--- config.mk ---
export PLATFORM = sky130hd
export DESIGN_NAME = beep_driver_flat
export DESIGN_NICKNAME = d
export VERILOG_FILES = /design/src/rtl/beep_driver_if.sv /design/src/rtl/beep_driver.sv /design/src/flat_wrapper.sv
export SDC_FILE = /design/constraint.sdc
export NUM_CORES = 1
export LEC_CHECK = 0
export CAP_MARGIN = 10
export CORE_MARGIN = 1
export CORE_UTILIZATION = 35
export DETAILED_ROUTE_END_ITERATION = 12
export PLACE_DENSITY = 0.58
export SLEW_MARGIN = 20
export SYNTH_ARGS = -nofsm -noshare
export SYNTH_HDL_FRONTEND = slang
export SYNTH_SLANG_ARGS = --single-unit
--- constraint.sdc ---
create_clock -name clk -period 1.9 [get_ports clk]
set_input_delay 0.19 -clock clk [delete_from_list [all_inputs] [get_ports clk]]
set_output_delay 0.19 -clock clk [all_outputs]
set_load 0.02 [all_outputs]
--- src/rtl/beep_driver_if.sv ---
// Request/tone signal bundle between the game control logic (master) and
// the buzzer driver (slave).
interface beep_driver_if;
   logic beep_req;
   logic buzz;
   logic busy;
   logic beep_drop;

   modport master (output beep_req, input buzz, busy, beep_drop);
   modport slave  (input beep_req, output buzz, busy, beep_drop);
endinterface

--- src/rtl/beep_driver.sv ---
// Turns one-cycle beep requests into fixed-length square-wave bursts separated
// by a forced silent gap; up to three requests wait while a burst/gap runs.
module beep_driver #(
   parameter int unsigned BEEP_TIME = 5_000_000,
   parameter int unsigned GAP_TIME  = 2_500_000,
   parameter int unsigned TONE_HALF = 12_500
) (
   input  logic          clk,
   input  logic          rstn,
   beep_driver_if.slave  bus
);

   typedef enum logic [1:0] {IDLE, BEEP, GAP} state_t;

   localparam logic [23:0] BEEP_LAST = 24'(BEEP_TIME - 1);
   localparam logic [23:0] GAP_LAST  = 24'(GAP_TIME - 1);
   localparam logic [23:0] TONE_LAST = 24'(TONE_HALF - 1);

   state_t      state;
   logic [1:0]  pend_cnt;
   logic [23:0] dur_cnt;
   logic [23:0] gap_cnt;
   logic [23:0] tone_cnt;
   logic        gap_end;
   logic        enqueue;

   // A request is queued whenever it arrives while busy, except on the final
   // gap cycle where it is taken directly (or offsets the one being consumed).
   always_comb begin
      gap_end = (state == GAP) && (gap_cnt == GAP_LAST);
      enqueue = bus.beep_req && (state != IDLE) && !gap_end;
   end

   // NOTE: all state lives in one clocked block with non-blocking updates and
   // an asynchronous clear, so buzz drops the instant rstn falls.
   always_ff @(posedge clk or negedge rstn) begin
      if (!rstn) begin
         state         <= IDLE;
         pend_cnt      <= 2'd0;
         dur_cnt       <= '0;
         gap_cnt       <= '0;
         tone_cnt      <= '0;
         bus.buzz      <= 1'b0;
         bus.busy      <= 1'b0;
         bus.beep_drop <= 1'b0;
      end else begin
         bus.beep_drop <= 1'b0;

         case (state)
            IDLE: begin
               if (bus.beep_req) begin
                  state    <= BEEP;
                  bus.buzz <= 1'b1;
                  bus.busy <= 1'b1;
                  dur_cnt  <= '0;
                  tone_cnt <= '0;
               end
            end

            BEEP: begin
               dur_cnt <= dur_cnt + 24'd1;
               if (dur_cnt == BEEP_LAST) begin
                  // Burst end wins over a tone toggle on the same edge.
                  state    <= GAP;
                  bus.buzz <= 1'b0;
                  gap_cnt  <= '0;
               end else if (tone_cnt == TONE_LAST) begin
                  tone_cnt <= '0;
                  bus.buzz <= ~bus.buzz;
               end else begin
                  tone_cnt <= tone_cnt + 24'd1;
               end
            end

            GAP: begin
               gap_cnt  <= gap_cnt + 24'd1;
               bus.buzz <= 1'b0;
               if (gap_end) begin
                  if (pend_cnt != 2'd0 || bus.beep_req) begin
                     state    <= BEEP;
                     bus.buzz <= 1'b1;
                     dur_cnt  <= '0;
                     tone_cnt <= '0;
                     // With a new request on this edge the queue nets out.
                     if (!bus.beep_req) pend_cnt <= pend_cnt - 2'd1;
                  end else begin
                     state    <= IDLE;
                     bus.busy <= 1'b0;
                  end
               end
            end

            default: begin
               state    <= IDLE;
               bus.buzz <= 1'b0;
               bus.busy <= 1'b0;
            end
         endcase

         if (enqueue) begin
            if (pend_cnt == 2'd3) bus.beep_drop <= 1'b1;
            else                  pend_cnt      <= pend_cnt + 2'd1;
         end
      end
   end

endmodule

--- src/flat_wrapper.sv ---
// flat-port wrapper written by rule: the top's interface ports become plain ports
module beep_driver_flat 
#(
   parameter int unsigned BEEP_TIME = 5_000_000,
   parameter int unsigned GAP_TIME  = 2_500_000,
   parameter int unsigned TONE_HALF = 12_500
)
  (clk, rstn, bus_beep_req, bus_buzz, bus_busy, bus_beep_drop);
  beep_driver_if bus_i ();
  input  logic clk;
  input  logic rstn;
  input wire logic [$bits(bus_i.beep_req)-1:0] bus_beep_req;
  output wire logic [$bits(bus_i.buzz)-1:0] bus_buzz;
  output wire logic [$bits(bus_i.busy)-1:0] bus_busy;
  output wire logic [$bits(bus_i.beep_drop)-1:0] bus_beep_drop;
  assign bus_i.beep_req = bus_beep_req;
  assign bus_buzz = bus_i.buzz;
  assign bus_busy = bus_i.busy;
  assign bus_beep_drop = bus_i.beep_drop;
  beep_driver #(.BEEP_TIME(BEEP_TIME), .GAP_TIME(GAP_TIME), .TONE_HALF(TONE_HALF)) u_core (.clk(clk), .rstn(rstn), .bus(bus_i));
endmodule
## After elaboration in Yosys (flattened, before gate mapping)

Cells that the tools add are included.

| storage, ports and cells | value |
|---|---|
| word-level logic and storage cells | 75 |
| input port bits | 3 |
| flip-flop bits (word level) | 79 |

| cells by class | value |
|---|---|
| bitwise operators | 2 |
| multiplexer cells | 31 |
| $add $sub $neg | 5 |
| reduce and logical (&&, ||, !) cells | 16 |
| equal/unequal tests | 13 |

Operator list:

| operator | number |
|---|---|
| $mux 24 | 6 |
| $pmux 24 s3 | 2 |
| $add 24x1->24 const B | 3 |
| $pmux 24 s2 | 1 |
| $eq 24x14->1 const B | 1 |
| $eq 24x22->1 const B | 1 |
| $eq 24x23->1 const B | 1 |
| $mux 2 | 9 |
| $mux 1 | 10 |
| $ne 2x2->1 const B | 4 |
| $reduce_and 4->1 | 2 |
| $pmux 1 s3 | 2 |
| $pmux 2 s3 | 1 |
| $reduce_bool 2->1 | 3 |
| $reduce_and 5->1 | 1 |
| $eq 2x2->1 const B | 2 |
| $ne 2x1->1 const B | 2 |
| $reduce_and 2->1 | 2 |
| $logic_and 1x1->1 | 3 |
| $ne 3x1->1 const B | 1 |
| $reduce_and 3->1 | 1 |
| $reduce_bool 3->1 | 1 |
| $add 2x1->2 const B | 1 |
| $eq 2x1->1 const B | 1 |
| other kinds (5) | 6 |

## Longest topological paths before layout

| logic depth | value |
|---|---|
| depth after elaboration | 7 |
| gate-level depth with buffers | 9 |
| mapped depth without buffers | 8 |

## Least setup slack after synthesis

No wires, ideal clock.

| path | value |
|---|---|
| path kind | reg-to-reg |
| start point | register u_core.gap_cnt[0] |
| end point | register u_core.tone_cnt[8] |
| arrival | 1.920 ns |
| clock period less this slack | 1.994 ns |
| data required time | 1.826 ns |
| path slack | -0.094 ns |
| buffers on the path | 2 |
| cell stages (with the launch flop) | 10 |
| library setup time | 0.074 ns |
| cell sequence | dfrtp_1 > ha_1 > and4_1 > buf_2 > and4_1 > a21oi_2 > o21bai_4 > buf_6 > o21ai_2 > o21ai_2 |

| between the ends | value |
|---|---|
| cells in the longest elaborated chain, start to end | 4 |

Ends and longest elaborated chain:

| item | RTL line | source |
|---|---|---|
| from (decl) | beep_driver.sv:22 | `logic [23:0] gap_cnt;` |
| from (signal assigned) | beep_driver.sv:76 | `gap_cnt <= gap_cnt + 24'd1;` |
| $eq 24x22->1 | beep_driver.sv:30 | `gap_end = (state == GAP) && (gap_cnt == GAP_LAST);` |
| $logic_and 1x1->1 | beep_driver.sv:30 |  |
| $ne 2x1->1 (no line) | - |  |
| $reduce_and 5->1 (no line) | - |  |
| to (signal assigned) | beep_driver.sv:71 | `tone_cnt <= tone_cnt + 24'd1;` |
| to (decl) | beep_driver.sv:23 | `logic [23:0] tone_cnt;` |

No other way between the ends.
A chain may end at the register's enable or synchronous reset.

## Final worst setup path

| path | value |
|---|---|
| start point | register u_core.dur_cnt[12] |
| end point | register u_core.tone_cnt[13] |

| between the ends | value |
|---|---|
| cells in the longest elaborated chain, start to end | 3 |

Ends and longest elaborated chain:

| item | RTL line | source |
|---|---|---|
| from (decl) | beep_driver.sv:21 | `logic [23:0] dur_cnt;` |
| from (signal assigned) | beep_driver.sv:61 | `dur_cnt <= dur_cnt + 24'd1;` |
| $eq 24x23->1 | beep_driver.sv:62 | `if (dur_cnt == BEEP_LAST) begin` |
| $ne 2x2->1 (no line) | - |  |
| $reduce_and 5->1 (no line) | - |  |

No other way between the ends.

==> impl_metrics.ini <==
[critical_path]
worst-path-buf-inv = 1
startpoint = u_core.dur_cnt[12]$_DFFE_PN0P_
r2r_slack_ns = -0.04
critical_path_arrival_ns = 2.15
r2r_end = u_core.tone_cnt[13]$_DFFE_PN0P_
crit_chain = or4b_4 -> nor4_4 -> nand2_2 -> o21bai_4 -> clkbuf_16 -> o41ai_2
cp-end-kind = flop
path_delay_family = simple AND/OR/NAND/NOR gates
critPathRequiredTime_ns = 2.10
path_max_fanout = 8
rr_worst_depth = 6
crit_slowest_cell = or4b_4
timing.rr.start = u_core.dur_cnt[12]$_DFFE_PN0P_
critical_path_class = flop to flop
max_stage_delay_ns = 0.56
critPathLaunchType = flop

[logic_synthesis]
synthCells = 502
synth.distinct_cells = 59
synth_ff_type = dfrtp_1
syn_avg_cell_area_um2 = 9.06
yosys_register_bits = 79
synth_edf_count = 0
syn_nets = 510
syn_area_um2 = 4550
synthArstFlopShare_pct = 100
ys_seq_area_share_pct = 43.4
ys_warn_count = 0

[power_and_ir_drop]
seqPwrFrac_pct = 42.0
p_leak_nw = 2.51
comb_power_share_pct = 18.1
swShare_pct = 26.4
ir_worst_vdd_uv = 403
p_clk_share_pct = 40.0
power.total_mw = 4.93
powerDensity_nw_per_um2 = 800
p_int_mw = 3.63
p_switching_mw = 1.30

[global_routing]
grt_pass1_vias = 3965
grt_start_max_net_pins = 44
grt_overflow = 0
track_usage_pct = 17.7
grt_antenna_before_repair = 0
grt_pass1_wl_mm = 18.6

[sta]
tightest_slew_ns = 0.569
max_freq_mhz = 515
period_share_pct = 102
slew_headroom_pct = 62.1
finalSetupViolations = 10
finalMaxSlewViolations = 0
layout_setup_ws_ns = -0.0415
fin_crit_ns = 1.94
rsz0062_at_grt = yes
whs_ns = 0.394
hold_viol_final = 0
fin_skew_ns = 0.00820
tns_ns = -0.171

[final_layout]
drive_gt1_share_pct = 31.8
area_growth_syn_to_layout_pct = 35.4
diodes = 0
final_core_util_pct = 48.6
fin_nets = 600

[placement]
dp.final_hpwl_mm = 7.53
gp_routability_congestion = 0.854
dp_slack_ns = -0.0626
io_buffers = 5

[cts]
cts_buffers = 9
path_clk_slew_ns = 0.06
cts_tree = done
clkLatencyLatePin_ns = 0.34
htreeDepth = 3
clock_sinks = 79
cts-root-buf = clkbuf_16
ctsLongestPathBuffers = 2

[detailed_routing]
totalWireLength_mm = 11.4
ant_nets = 0
drtPass1Iterations = 6
wl_per_cell_um = 14.8
drtIter0Drc = 254
vias = 4147
drc_errors = 0
vias_per_cell = 5.39

[run_status]
violations = setup timing
status = finished, violations left

[floorplanning]
die_y_um = 116
initial_core_util_pct = 35.9
rows = 41
pin_count = 6
fp.dieW_um = 116
core_um2 = 12700
dieArea_um2 = 13500

[flow_run]
cap_violations = 0

[hold_path]
hold_class = input pin to asynchronous set/reset pin
[flip-flops by register name, summed over array words and instances, names as in the netlist, named ones only]
name                  cells
u_core.pend_cnt           1
u_core.state              2
u_core.bus.buzz           1
u_core.gap_cnt           24
u_core.bus.busy           1
u_core.bus.beep_drop      1
u_core.tone_cnt          24
u_core.dur_cnt           24
[cells in the final DEF (no fill, tap or decap), types with 9 or more instances in the layout]
cell type,count
a31oi_1,10
inv_1,11
o21ai_2,24
o21ai_0,23
buf_12,9
nand3_1,36
nand2_1,43
o21ai_1,35
dfrtp_1,77
nor2_1,41
clkbuf_16,10
xnor2_1,12
nand4_1,15
and3_1,14
buf_4,86
a21oi_1,23
[cell type report]
type                            count  area, µm²
Sequential cell                    79       1980
Timing Repair Buffer              103        923
Multi-Input combinational cell    386       2650
Clock inverter                      2       60.1
Clock buffer                       14        284
Inverter                           13       48.8
Tap cell                          172        215
Fill cell                        1192       6510
[timing repair]
action                                 CTS  global route
gates resized for setup                 16            53
buffers inserted                         7             7
cloned                                   0             1
endpoints found under the hold margin   41             0
hold buffers                             1             0
pin swaps                                9            20
setup endpoints to repair               38            65
[synthesized netlist by cell type (all sizes together) (12+ instances only)]
library cell	count	area, µm²
a21oi	25	133
and3	15	93.8
buf	15	118
dfrtp	79	1980
inv	13	48.8
nand2	47	181
nand3	37	190
nand4	15	93.8
nor2	43	171
o21ai	84	495
xnor2	12	105
[power by group through the flow]
stage | Combinational, mW | Clock (mW) | Sequential (mW)
after floorplan | 0.399 | 0 | 2.10
after global placement | 0.790 | 0 | 2.06
after detailed placement | 0.810 | 0 | 2.07
after CTS | 0.839 | 2.01 | 2.05
after global routing | 1.00 | 2.10 | 2.10
final | 0.891 | 1.97 | 2.07
[stage by stage]
step           instance area [µm²]  cells
2_1_floorplan                 4570    502
3_3_place_gp                  5380    738
3_5_place_dp                  5380    738
4_1_cts                       5910    762
5_1_grt                       6160    769
6_report                      6160    769
[routing by layer]
layer	up-vias	global-route usage (%)	part of all wire [%]
met5	-	0	0
met4	0	6.50	1.1
met3	10	3.92	2.9
met2	67	29.1	50
met1	2051	22.6	46
li1	2019	-	-
[worst max path at each step]
stage	endpoint	slack, ns	cells past startpoint
floorplan	u_core.dur_cnt[19]$_DFFE_PN0P_	0.02	9
global placement	u_core.tone_cnt[5]$_DFFE_PN0P_	-0.03	7
detailed placement	flop	-0.06	6
CTS	flop	-0.02	6
global route	u_core.tone_cnt[22]$_DFFE_PN0P_	-0.14	9
finish	u_core.tone_cnt[13]$_DFFE_PN0P_	-0.04	6
[worst reg2reg max path, stage by stage (launching register included)]
cell	delay, ns
dfrtp_1	0.40
or4b_4	0.56
nor4_4	0.18
nand2_2	0.11
o21bai_4	0.25
clkbuf_16	0.24
o41ai_2	0.07
[logic make-up (layout without fill, tap and decap cells)]
| family | count (synthesis) | in the layout | share of synthesized area, % |
|---|---|---|---|
| compound gates | 142 | 142 | 19.7 |
| mux | 5 | 5 | 1.10 |
| buf+inv | 37 | 132 | 4.40 |
| fa+ha+maj | 5 | 5 | 1.37 |
| xor+xnor | 15 | 15 | 2.89 |
| simple gates | 219 | 219 | 27.1 |
| flops | 79 | 79 | 43.4 |
No activity file was read; power rests on OpenSTA's default activity.
